==> src/rtl/des_pkg.sv <==
`default_nettype none
// ============================================================================
// Module   : des_pkg
// Purpose  : DES S-box tables, row/col index helper and lane-count limit.
// Revision : 1.0 - initial release
// ============================================================================
package des_pkg;

    localparam int SBOX_NUM_MAX = 8;

    // Index 0 sits at the most significant end, so each row literal reads
    // left to right as columns 0..15.
    typedef logic [0:15][3:0]           sbox_row_t;
    typedef sbox_row_t [0:3]            sbox_t;
    typedef sbox_t [0:SBOX_NUM_MAX-1]   sbox_set_t;

    localparam sbox_set_t c_sbox_tbl = '{
        '{64'hE4D12FB83A6C5907, 64'h0F74E2D1A6CB9538,
          64'h41E8D62BFC973A50, 64'hFC8249175B3EA06D},   // S1
        '{64'hF18E6B34972DC05A, 64'h3D47F28EC01A69B5,
          64'h0E7BA4D158C6932F, 64'hD8A13F42B67C05E9},   // S2
        '{64'hA09E63F51DC7B428, 64'hD70934A6285ECBF1,
          64'hD6498F30B12C5AE7, 64'h1AD069874FE3B52C},   // S3
        '{64'h7DE3069A1285BC4F, 64'hD8B56F03472C1AE9,
          64'hA690CB7DF13E5284, 64'h3F06A1D8945BC72E},   // S4
        '{64'h2C417AB6853FD0E9, 64'hEB2C47D150FA3986,
          64'h421BAD78F9C5630E, 64'hB8C71E2D6F09A453},   // S5
        '{64'hC1AF92680D34E75B, 64'hAF427C9561DE0B38,
          64'h9EF528C3704A1DB6, 64'h432C95FABE17608D},   // S6
        '{64'h4B2EF08D3C975A61, 64'hD0B7491AE35C2F86,
          64'h14BDC37EAF680592, 64'h6BD814A7950FE23C},   // S7
        '{64'hD2846FB1A93E50C7, 64'h1FD8A374C56B0E92,
          64'h7B419CE206ADF358, 64'h21E74A8DFC90356B}    // S8
    };

    // Returns {row[1:0], col[3:0]} for a 6-bit S-box address.
    function automatic logic [5:0] sbox_index(input logic [5:0] a);
        return {a[5], a[0], a[4:1]};
    endfunction

endpackage
`default_nettype wire

==> src/rtl/sbox_lut.sv <==
`default_nettype none
// ============================================================================
// Module   : sbox_lut
// Purpose  : Combinational single-lane S-box lookup; BOX selects S(BOX+1).
//            With SBOX_PROG_EN the lookup reads the live register tables.
// Revision : 1.0 - initial release
// ============================================================================
module sbox_lut
    import des_pkg::*;
#(
    parameter int BOX = 0
) (
`ifdef SBOX_PROG_EN
    input  sbox_set_t   tbl,
`endif
    input  logic [5:0]  addr,
    output logic [3:0]  data
);

    logic [5:0] w_idx;

    assign w_idx = sbox_index(addr);

`ifdef SBOX_PROG_EN
    assign data = tbl[BOX][w_idx[5:4]][w_idx[3:0]];
`else
    assign data = c_sbox_tbl[BOX][w_idx[5:4]][w_idx[3:0]];
`endif

endmodule
`default_nettype wire

==> src/rtl/sbox_subst_unit.sv <==
`default_nettype none
// ============================================================================
// Module   : sbox_subst_unit
// Purpose  : NUM_SBOX parallel DES S-box lanes feeding a FIFO_DEPTH output
//            buffer with valid/ready handshakes. SBOX_PROG_EN adds cfg_* ports
//            and register-held, reprogrammable tables.
// Revision : 1.0 - initial release
// ============================================================================
module sbox_subst_unit
    import des_pkg::*;
#(
    parameter int NUM_SBOX   = 8,
    parameter int FIFO_DEPTH = 2
) (
    input  logic                    clk,
    input  logic                    rst_n,
    input  logic                    in_valid,
    output logic                    in_ready,
    input  logic [6*NUM_SBOX-1:0]   in_data,
    output logic                    out_valid,
    input  logic                    out_ready,
    output logic [4*NUM_SBOX-1:0]   out_data
`ifdef SBOX_PROG_EN
    ,
    input  logic                    cfg_we,
    input  logic [2:0]              cfg_sel,
    input  logic [5:0]              cfg_addr,
    input  logic [3:0]              cfg_data
`endif
);

    localparam int c_dw    = 4 * NUM_SBOX;
    localparam int c_ptr_w = (FIFO_DEPTH > 1) ? $clog2(FIFO_DEPTH) : 1;
    localparam int c_cnt_w = c_ptr_w + 1;
    localparam logic [c_cnt_w-1:0] c_depth = c_cnt_w'(FIFO_DEPTH);

    logic [c_dw-1:0]    w_result;
    logic [c_dw-1:0]    r_mem [FIFO_DEPTH];
    logic [c_ptr_w-1:0] r_wr_ptr;
    logic [c_ptr_w-1:0] r_rd_ptr;
    logic [c_cnt_w-1:0] r_count;
    logic               r_in_ready;
    logic               r_out_valid;
    logic [c_dw-1:0]    r_out_data;

    logic               w_push;
    logic               w_pop;
    logic [c_cnt_w-1:0] w_cnt_after_pop;
    logic [c_cnt_w-1:0] w_cnt_next;
    logic [c_ptr_w-1:0] w_rd_next;
    logic [c_dw-1:0]    w_head_next;

`ifdef SBOX_PROG_EN
    sbox_set_t  r_tbl;
    logic [5:0] w_cfg_idx;

    assign w_cfg_idx = sbox_index(cfg_addr);

    // A lookup in the write cycle still sees the old entry.
    always_ff @(posedge clk) begin
        if (!rst_n) begin
            r_tbl <= c_sbox_tbl;
        end else if (cfg_we) begin
            r_tbl[cfg_sel][w_cfg_idx[5:4]][w_cfg_idx[3:0]] <= cfg_data;
        end
    end
`endif

    for (genvar k = 0; k < NUM_SBOX; k++) begin : g_lane
        sbox_lut #(
            .BOX (NUM_SBOX - 1 - k)
        ) u_lut (
`ifdef SBOX_PROG_EN
            .tbl  (r_tbl),
`endif
            .addr (in_data[6*k +: 6]),
            .data (w_result[4*k +: 4])
        );
    end

    assign w_push          = in_valid & r_in_ready;
    assign w_pop           = r_out_valid & out_ready;
    assign w_cnt_after_pop = r_count - c_cnt_w'(w_pop);
    assign w_cnt_next      = w_cnt_after_pop + c_cnt_w'(w_push);
    assign w_rd_next       = r_rd_ptr + c_ptr_w'(w_pop);
    // If the buffer drains this cycle, the incoming word becomes the new head.
    assign w_head_next     = (w_cnt_after_pop == '0) ? w_result : r_mem[w_rd_next];

    always_ff @(posedge clk) begin
        if (w_push) begin
            r_mem[r_wr_ptr] <= w_result;
        end
    end

    always_ff @(posedge clk) begin
        if (!rst_n) begin
            r_wr_ptr    <= '0;
            r_rd_ptr    <= '0;
            r_count     <= '0;
            r_in_ready  <= 1'b1;
            r_out_valid <= 1'b0;
            r_out_data  <= '0;
        end else begin
            if (w_push) begin
                r_wr_ptr <= r_wr_ptr + c_ptr_w'(1);
            end
            r_rd_ptr    <= w_rd_next;
            r_count     <= w_cnt_next;
            r_in_ready  <= (w_cnt_next < c_depth);
            r_out_valid <= (w_cnt_next != '0);
            if (w_cnt_next != '0) begin
                r_out_data <= w_head_next;
            end
        end
    end

    assign in_ready  = r_in_ready;
    assign out_valid = r_out_valid;
    assign out_data  = r_out_data;

endmodule
`default_nettype wire

==> config.mk <==
export PLATFORM = sky130hd
export DESIGN_NAME = sbox_subst_unit
export DESIGN_NICKNAME = d
export VERILOG_FILES = /design/src/rtl/des_pkg.sv /design/src/rtl/sbox_lut.sv /design/src/rtl/sbox_subst_unit.sv
export SDC_FILE = /design/constraint.sdc
export NUM_CORES = 1
export LEC_CHECK = 0
export BUFFER_PORTS_ARGS = -buffer_cell sky130_fd_sc_hd__buf_2
export CAP_MARGIN = 20
export CORE_ASPECT_RATIO = 1.2
export CORE_MARGIN = 5
export CORE_UTILIZATION = 61
export CTS_BUF_LIST = sky130_fd_sc_hd__clkbuf_16
export CTS_CLUSTER_DIAMETER = 80
export CTS_CLUSTER_SIZE = 24
export DETAILED_ROUTE_END_ITERATION = 8
export PLACE_DENSITY = 0.82
export RECOVER_POWER = 25
export SYNTH_ARGS = -nofsm -noshare
export SYNTH_HDL_FRONTEND = slang
export SYNTH_SLANG_ARGS = --single-unit
==> constraint.sdc <==
create_clock -name clk -period 3.27 [get_ports clk]
set_input_delay 0.1635 -clock clk [delete_from_list [all_inputs] [get_ports clk]]
set_output_delay 0.1635 -clock clk [all_outputs]
set_load 0.02 [all_outputs]
==> summary.md, run 1 <==
The area occupied by registers was 0.00268 mm²; the die height was 140 µm. For this run the aggregate overflow at the end of global routing stands at 0. For this design, the slowest cell found on the critical path is sky130_fd_sc_hd__o311ai_4.

For this design the ratio of total power to cell area is 547 mW/mm². The final layout contains 1110 nets. The worst hold path class was in -> reg.

After layout, the worst path uses 88.9% of the clock period. In the routed layout, each cell is associated on average with a via count of 6.33. On the worst path, the slowest cell contributes a delay of 0.82 ns. For the headroom to the max-slew limit, the log shows 30.6%. Max-cap violations in this run came to 0. The tools report the final hold violation count as 0. The internal power of the cells totals 3.05 mW.

Setup repair after global routing left no endpoint under its margin. The fraction of power spent switching nets was 39.3%. Walking the worst path, the cells encountered are nand2_1 > inv_1 > ha_1 > inv_1 > ha_1 > o311ai_4 > buf_4 > a21oi_1 > a221o_1. During I/O placement, the number of pins put on the boundary was 86. The synthesized netlist occupies a cell area of 0.00854 mm².

Once the clock tree was built, the resizer swapped 0 gates to a different size. The total vias in the final route is 7405. The maximum fanout count along the critical path is 20. The placement row count is 47.

In the final timing run, aggregate negative setup slack is 0 ns. In this run, flip-flops and latches consume 37.1% of the power. The maximum resistive drop on vdd came out at 0.653 mV. The die is 118 µm wide.

Of all cell types, the one taking the most synthesized area is sky130_fd_sc_hd__edfxtp_1. TritonCTS built the clock tree. The number of synthesized flops with an enable pin is 64.

The run finished with clean final reports. The synthesized design contains 102 register bits. In the layout the commonest cells are sky130_fd_sc_hd__nand2_1, sky130_fd_sc_hd__a21oi_1, sky130_fd_sc_hd__o21ai_0. The number of setup buffers added after CTS is 0. Type of element capturing the critical path: a register. In the routed design, unresolved DRC markers number 0. The sequential cell area fraction in the yosys report is 31.4%. For the pin with the worst max-slew slack, the measured transition is 1.04 ns.

For the warning count from the yosys run, the log shows 0. The share of async-settable or async-resettable flops after synthesis came out at 0%. For this configuration, the core starts out at a cell density of 62.0%.

The run gives 6729 as the via count of the first global-routing pass. Cell at the root of the clock tree: sky130_fd_sc_hd__clkbuf_16. The post-route clock skew is 0.00790 ns.

The library cell used most frequently in the layout, excluding fill and tap cells, is sky130_fd_sc_hd__nand2_1. The fraction of post-synthesis cell area in the top cell type by area was 22.5%; the count of buffers inserted at the top-level ports was 85. In the final layout, the share of cells above drive strength 1 is 12.3%. The logs give 1150 for the filler cell count and 43.3% for the proportion of power drawn by combinational gates. The netlist uses 68 different library cells. The area of placed instances is 0.00895 mm².

The tools report the number of DRC violations after detailed-routing iteration 0 as 705. In the synthesized netlist, the number of instances is 971. The number of antenna diodes in the final layout is 0. The routed wirelength normalized by instance count was 16.8 µm. Data on the critical path is required at its endpoint by 3.50 ns. The count of final max-slew check failures was 0.

The critical setup path kind is reg -> reg. Routability-driven placement finished with a final weighted congestion of 0.898. The run gives 0.344 GHz as the fmax. The logs give 0.0138 mm² for the placeable core region and 32100 µm for the wire length of the first global-routing pass.

After detailed routing, the total wire length is 19600 µm. After synthesis, the mean cell area works out to 8.79 µm². The clock reaches the later pin of the worst-skew pair after 0.34 ns. Entering global routing, the biggest net connects 33 pins. The logs give 2 for the number of buffers on the longest clock path and 3.65 nW for the standby leakage power. The post-detailed-placement half-perimeter wirelength was 14000 µm. The clock network accounts for 19.6% of the total power.

STA classifies the critical path startpoint as a register. Summed over all nets, the switching power comes to 1.97 mW. Clock-pin slew was measured on the worst setup and hold paths at 0.07 ns. The die area was 0.0165 mm²; the total of endpoints with negative setup slack in the final report was 0.

In this run, post-CTS hold repair placed 0 buffers. In the post-synthesis netlist, the biggest area contributors are sky130_fd_sc_hd__edfxtp_1, sky130_fd_sc_hd__ha_1, sky130_fd_sc_hd__dfxtp_1. The run gives 1088 as the post-synthesis net count.

TritonCTS created 9 clock buffers. The tools report the number of H-tree levels as 3. Global routing consumed, over all layers together, 22.7% of the routing resources. At the worst endpoint, the arrival time is 3.13 ns. In this run the remaining antenna-violating nets after routing total 0. Multi-input logic area: 0.00535 mm².

The final period demand of the worst path came out at 2.91 ns. The most used flip-flop cell after synthesis is sky130_fd_sc_hd__edfxtp_1. Relative to the synthesized area, the layout overhead comes to 7.53%.

The number of iterations in the first detailed-routing pass is 6, and the post-route standard cell area excluding fillers is 0.00918 mm². Number of antenna violations at the first check in global routing: 0. The total clock sinks was 102.
-- layer usage --
layer	global-route usage (%)	share of wire [%]	up-vias	routed length [µm]
met5	0	0	-	0
met4	4.47	1.5	0	287
met3	3.53	6.2	26	1210
met2	39.2	50	273	9910
met1	30.3	42	3493	8230
li1	-	-	3613	-
-- metrics by stage --
stage / hold WS, ns / util [%] / worst slack (ns) / power [mW] / cells
final: 0.141 / 66.7 / 0.363 / 5.02 / 1169
after global placement: 0.459 / 65.0 / 0.502 / 4.01 / 1153
after CTS: 0.113 / 67.1 / 0.334 / 5.08 / 1169
after detailed placement: 0.465 / 65.0 / 0.424 / 4.09 / 1153
after global routing: 0.132 / 66.7 / 0.239 / 5.33 / 1169
after floorplan: 0.245 / - / 0.876 / 3.40 / 971
-- cells in the mapped netlist, types with 3 or more instances --
cell	number
sky130_fd_sc_hd__o21a_1	9
sky130_fd_sc_hd__mux2_2	8
sky130_fd_sc_hd__nand2b_1	25
sky130_fd_sc_hd__dfxtp_1	38
sky130_fd_sc_hd__nand3b_1	8
sky130_fd_sc_hd__a221o_1	30
sky130_fd_sc_hd__a2111oi_0	3
sky130_fd_sc_hd__nor3_1	11
sky130_fd_sc_hd__a211oi_1	19
sky130_fd_sc_hd__o31ai_1	3
sky130_fd_sc_hd__a31oi_1	15
sky130_fd_sc_hd__xnor2_1	11
sky130_fd_sc_hd__o211ai_1	16
sky130_fd_sc_hd__a211o_1	3
sky130_fd_sc_hd__or2_2	3
sky130_fd_sc_hd__and2_1	3
sky130_fd_sc_hd__a21oi_1	78
sky130_fd_sc_hd__nand3_1	17
sky130_fd_sc_hd__buf_2	25
sky130_fd_sc_hd__nand2_1	128
sky130_fd_sc_hd__o21ai_0	70
sky130_fd_sc_hd__nor2b_1	18
sky130_fd_sc_hd__clkbuf_1	55
sky130_fd_sc_hd__inv_1	46
sky130_fd_sc_hd__nor3b_1	3
sky130_fd_sc_hd__mux4_2	28
sky130_fd_sc_hd__edfxtp_1	64
sky130_fd_sc_hd__mux2i_1	30
sky130_fd_sc_hd__o2111ai_1	4
sky130_fd_sc_hd__a221oi_1	4
sky130_fd_sc_hd__o21ai_1	7
sky130_fd_sc_hd__ha_1	65
sky130_fd_sc_hd__o22ai_1	5
sky130_fd_sc_hd__xor2_1	7
sky130_fd_sc_hd__a21o_1	6
sky130_fd_sc_hd__nor2_1	56
sky130_fd_sc_hd__buf_1	3
sky130_fd_sc_hd__o311ai_0	7
-- logic make-up (layout without fill, tap and decap cells) --
family,after synthesis,after routing,share of synthesized area [%]
AOI/OAI and AO/OA,303,303,23.3
xor gates and xnor gates,19,19,2.13
adders and majority gates,65,65,9.53
buffers and inverters,133,160,6.42
DFF,102,102,31.4
muxes,67,67,12.1
and+or+nand+nor,282,282,15.1
-- path summary, 6_finish.rpt --
path / cells past startpoint / end / slack, ns / start
max: 9 / out_data[30]$_SDFFE_PN0P_ / 0.36 / out_valid$_SDFF_PN0_
min: 2 / in_ready$_SDFF_PN1_ / 0.14 / rst_n
max reg2reg: 9 / out_data[30]$_SDFFE_PN0P_ / 0.36 / out_valid$_SDFF_PN0_
min reg2reg: 1 / out_data[7]$_SDFFE_PN0P_ / 0.49 / out_data[7]$_SDFFE_PN0P_
-- registers in the layout, summed over array words and instances, names as in the netlist --
signal and flops:
r_count 2, out_data 32, r_wr_ptr 1, r_rd_ptr 1
in_ready 1, out_valid 1, r_mem 64
-- area by class of cell --
cell class | instances | share of cell area [%]
Multi-Input combinational cell | 736 | 58.3
Sequential cell | 102 | 29.2
Timing Repair Buffer | 95 | 4.91
Clock buffer | 9 | 2.45
Tap cell | 171 | 2.33
Inverter | 49 | 2.15
Clock inverter | 7 | 0.613
-- power by group through the flow --
stage,Sequential (mW),Clock [mW],Combinational (mW)
2_1_floorplan,2.00,0,1.39
3_3_place_gp,1.87,0,2.13
3_5_place_dp,1.88,0,2.21
4_1_cts,1.86,0.998,2.22
5_1_grt,1.89,1.05,2.39
6_report,1.86,0.986,2.17
-- critical path, delay by kind of cell (launching register included) --
family | cells | cell delay [ns]
simple gates | 1 | 0.17
flops | 1 | 0.31
fa+ha+maj | 2 | 0.67
buf+inv | 3 | 0.48
compound gates | 3 | 1.16
No activity file was read; power rests on OpenSTA's default activity.
==> inputs of run 2 (changes only) <==
--- a/config.mk
+++ b/config.mk
@@ -7,14 +7,16 @@
 export LEC_CHECK = 0
 export BUFFER_PORTS_ARGS = -buffer_cell sky130_fd_sc_hd__buf_2
 export CAP_MARGIN = 20
+export CELL_PAD_IN_SITES_DETAIL_PLACEMENT = 2
+export CELL_PAD_IN_SITES_GLOBAL_PLACEMENT = 2
 export CORE_ASPECT_RATIO = 1.2
 export CORE_MARGIN = 5
-export CORE_UTILIZATION = 61
+export CORE_UTILIZATION = 37
 export CTS_BUF_LIST = sky130_fd_sc_hd__clkbuf_16
 export CTS_CLUSTER_DIAMETER = 80
 export CTS_CLUSTER_SIZE = 24
 export DETAILED_ROUTE_END_ITERATION = 8
-export PLACE_DENSITY = 0.82
+export PLACE_DENSITY_LB_ADDON = 0.1
 export RECOVER_POWER = 25
 export SYNTH_ARGS = -nofsm -noshare
 export SYNTH_HDL_FRONTEND = slang
==> run 2 against run 1 <==
Net effect: the run now ends with max-capacitance violations, max-slew violations left; non-clock buffer count shrank 1; clock-buffer cell count grew 1; flip-flop and latch count is the same; worst setup slack lost 0.072 ns; highest routed layer unchanged.
==> summary.md, run 2 (synthesis gave the netlist of run 1 again) <==
In this run the core area contains 61 standard-cell rows. Headroom to the max-slew limit came out at -27.2%. In this run, flip-flops and latches consume 35.7% of the power. The least setup slack across all paths after layout was 0.291 ns. Counting flops per register, the top entry is r_mem. Internal power: 3.17 mW. The tree built by TritonCTS fans out to 102 sinks.

The worst endpoint data arrival time came out at 3.20 ns. The routed design has 25400 µm of wire. Across the VDD grid, the largest voltage drop is 0.258 mV. Per report_power, the combinational group accounts for 43.8% of the total.

The HPWL after detailed placement is 18200 µm. The post-route netlist has 12.2% of its cells at a drive strength greater than 1. Before antenna repair, the detailed router went through 4 iterations. The worst setup path is launched from a register. In the routed layout, each cell is associated on average with a via count of 5.70. At the later pin of the worst-skew pair, clock insertion delay measures 0.34 ns.

Post-CTS repair changed the size of 0 cells. The total grt overflow was 0. Clock skew on the completed layout was measured at 0.00688 ns. The tree is rooted in a sky130_fd_sc_hd__clkbuf_16.

The tools report the number of buffers inserted for hold repair after clock tree synthesis as 0. The accumulated negative setup slack was 0 ns. The setup path with the least slack is of type reg -> reg.

The via count of the first global-routing pass was 7860; the count of final max-slew check failures was 21. For this configuration, the core starts out at a cell density of 37.2%. The run finished, with violations left.

The die area is 0.0262 mm². Entering global routing, the biggest net connects 33 pins. Fraction of power consumed by the clock network: 20.5%.

The die is 149 µm wide. In this run the count of I/O pins placed on the die edge is 86. The tools report the total vias in the final route as 7477. In the layout the commonest cells are sky130_fd_sc_hd__nand2_1, sky130_fd_sc_hd__a21oi_1, sky130_fd_sc_hd__o21ai_0.

For the switching power, the log shows 2.06 mW. Routability-driven placement finished with a final weighted congestion of 0.773. Summed over all cells, the static leakage comes to 3.66 nW. The final hold violation count is 0, and the count of maximum capacitance violations is 1. Setup repair after global routing left no endpoint under its margin. The layout overhead on the synthesized area works out to 9.91%. Clock tree synthesis inserted a total of 9 buffers. In the final design database the tool counted 1109 nets. Power spread over the standard cell area amounts to 558 mW/mm². 0 antenna diodes ended up in the layout. The placed cell count is 1296.

The number of antenna violations at the first check in global routing is 0. OpenSTA, run right after detailed placement, puts the worst setup slack at 0.252 ns. The remaining antenna violation count after routing was 0.

After layout, the minimum clock period comes to 2.98 ns. Post-CTS timing repair inserted 0 buffers for setup. The worst hold path class was in -> reg.

The final reports fail on max-capacitance violations, max-slew violations. The final routed DRC violation total came out at 0. The count of buffers inserted at the top-level ports came out at 85. Across all hold checks on the routed design, the worst slack comes to 0.126 ns. Counting along the longest clock path gives a buffer depth of 2.

In this run the worst path has a maximum fanout of 19. The tools report the wire length of the first global-routing pass as 41400 µm. Cells fill 40.8% of the core in the end. For this run, the total global-route usage over all layers was measured as 19.1%.

For the number of H-tree levels, the log shows 3. The fraction of power spent switching nets is 39.4%, and the total of endpoints with negative setup slack in the final report is 0. The final worst-path cycle share works out to 91.1%. Timing would allow up to 0.336 GHz.

Die height: 176 µm. Clock-pin slew reported for the worst setup and hold paths after clock tree synthesis: 0.07 ns. The placeable core region was 0.0230 mm².

For this block, the initial DRC count from the detailed router was 337. The worst setup path is captured at a register. The register with the most flip-flops in the layout has 64 of them.

At the pin with the least slew margin, the transition time is 1.90 ns. The run gives 3.49 ns as the data required time at the worst endpoint. The leading cell type in the layout, fill and taps excluded is sky130_fd_sc_hd__nand2_1.

After detailed routing, the average wire length per cell comes to 19.4 µm. TritonCTS built the clock tree. The finished layout holds 1311 standard cells, fillers aside.
==> run 2: area by class of cell <==
type                       count  area (µm²)
clock buffer                  10         250
clock inverter                 5        47.5
fill                        2596       13600
inverter                      49         198
multi-input combinational    736        5350
sequential                   102        2680
tap                          315         394
timing repair buffer          94         463
==> run 2: power by group through the flow <==
| stage | Sequential (mW) | Combinational, mW | Clock [mW] |
|---|---|---|---|
| floorplan | 2.00 | 1.39 | 0 |
| CTS | 1.87 | 2.38 | 1.10 |
| global route | 1.90 | 2.55 | 1.16 |
| global placement | 1.88 | 2.29 | 0 |
| detailed placement | 1.89 | 2.37 | 0 |
| finish | 1.87 | 2.29 | 1.07 |
==> run 2: stage by stage <==
step           total power, mW  area, µm²
6_report                  5.24       9380
5_1_grt                   5.61       9380
4_1_cts                   5.36       9430
3_5_place_dp              4.26       9140
3_3_place_gp              4.17       9140
2_1_floorplan             3.40       8540
==> run 2: metal layers <==
layer	up-vias	global-route usage (%)	share of wire, %
met5	-	0	0
met2	69	34.9	51
met4	0	2.08	0.43
li1	3598	-	-
met1	3800	24.6	46
met3	10	2.88	2.4
==> run 2: worst paths after layout <==
path                                                start                   endpoint  slack, ns  depth (start not counted)
worst min register to register  out_data[19]$_SDFFE_PN0P_  out_data[19]$_SDFFE_PN0P_       0.49                          2
worst min-delay path                                rst_n        in_ready$_SDFF_PN1_       0.13                          2
worst max register to register       out_valid$_SDFF_PN0_   out_data[9]$_SDFFE_PN0P_       0.29                          9
worst max-delay path                 out_valid$_SDFF_PN0_   out_data[9]$_SDFFE_PN0P_       0.29                          9
==> run 2: worst max-delay path, stage by stage, from the launching register on <==
cell                       delay [ns]
sky130_fd_sc_hd__dfxtp_1         0.31
sky130_fd_sc_hd__nand2_1         0.17
sky130_fd_sc_hd__inv_1           0.07
sky130_fd_sc_hd__ha_1            0.34
sky130_fd_sc_hd__inv_1           0.06
sky130_fd_sc_hd__ha_1            0.34
sky130_fd_sc_hd__o311ai_4        0.86
sky130_fd_sc_hd__buf_4           0.36
sky130_fd_sc_hd__a21oi_1         0.07
sky130_fd_sc_hd__a221o_1         0.27
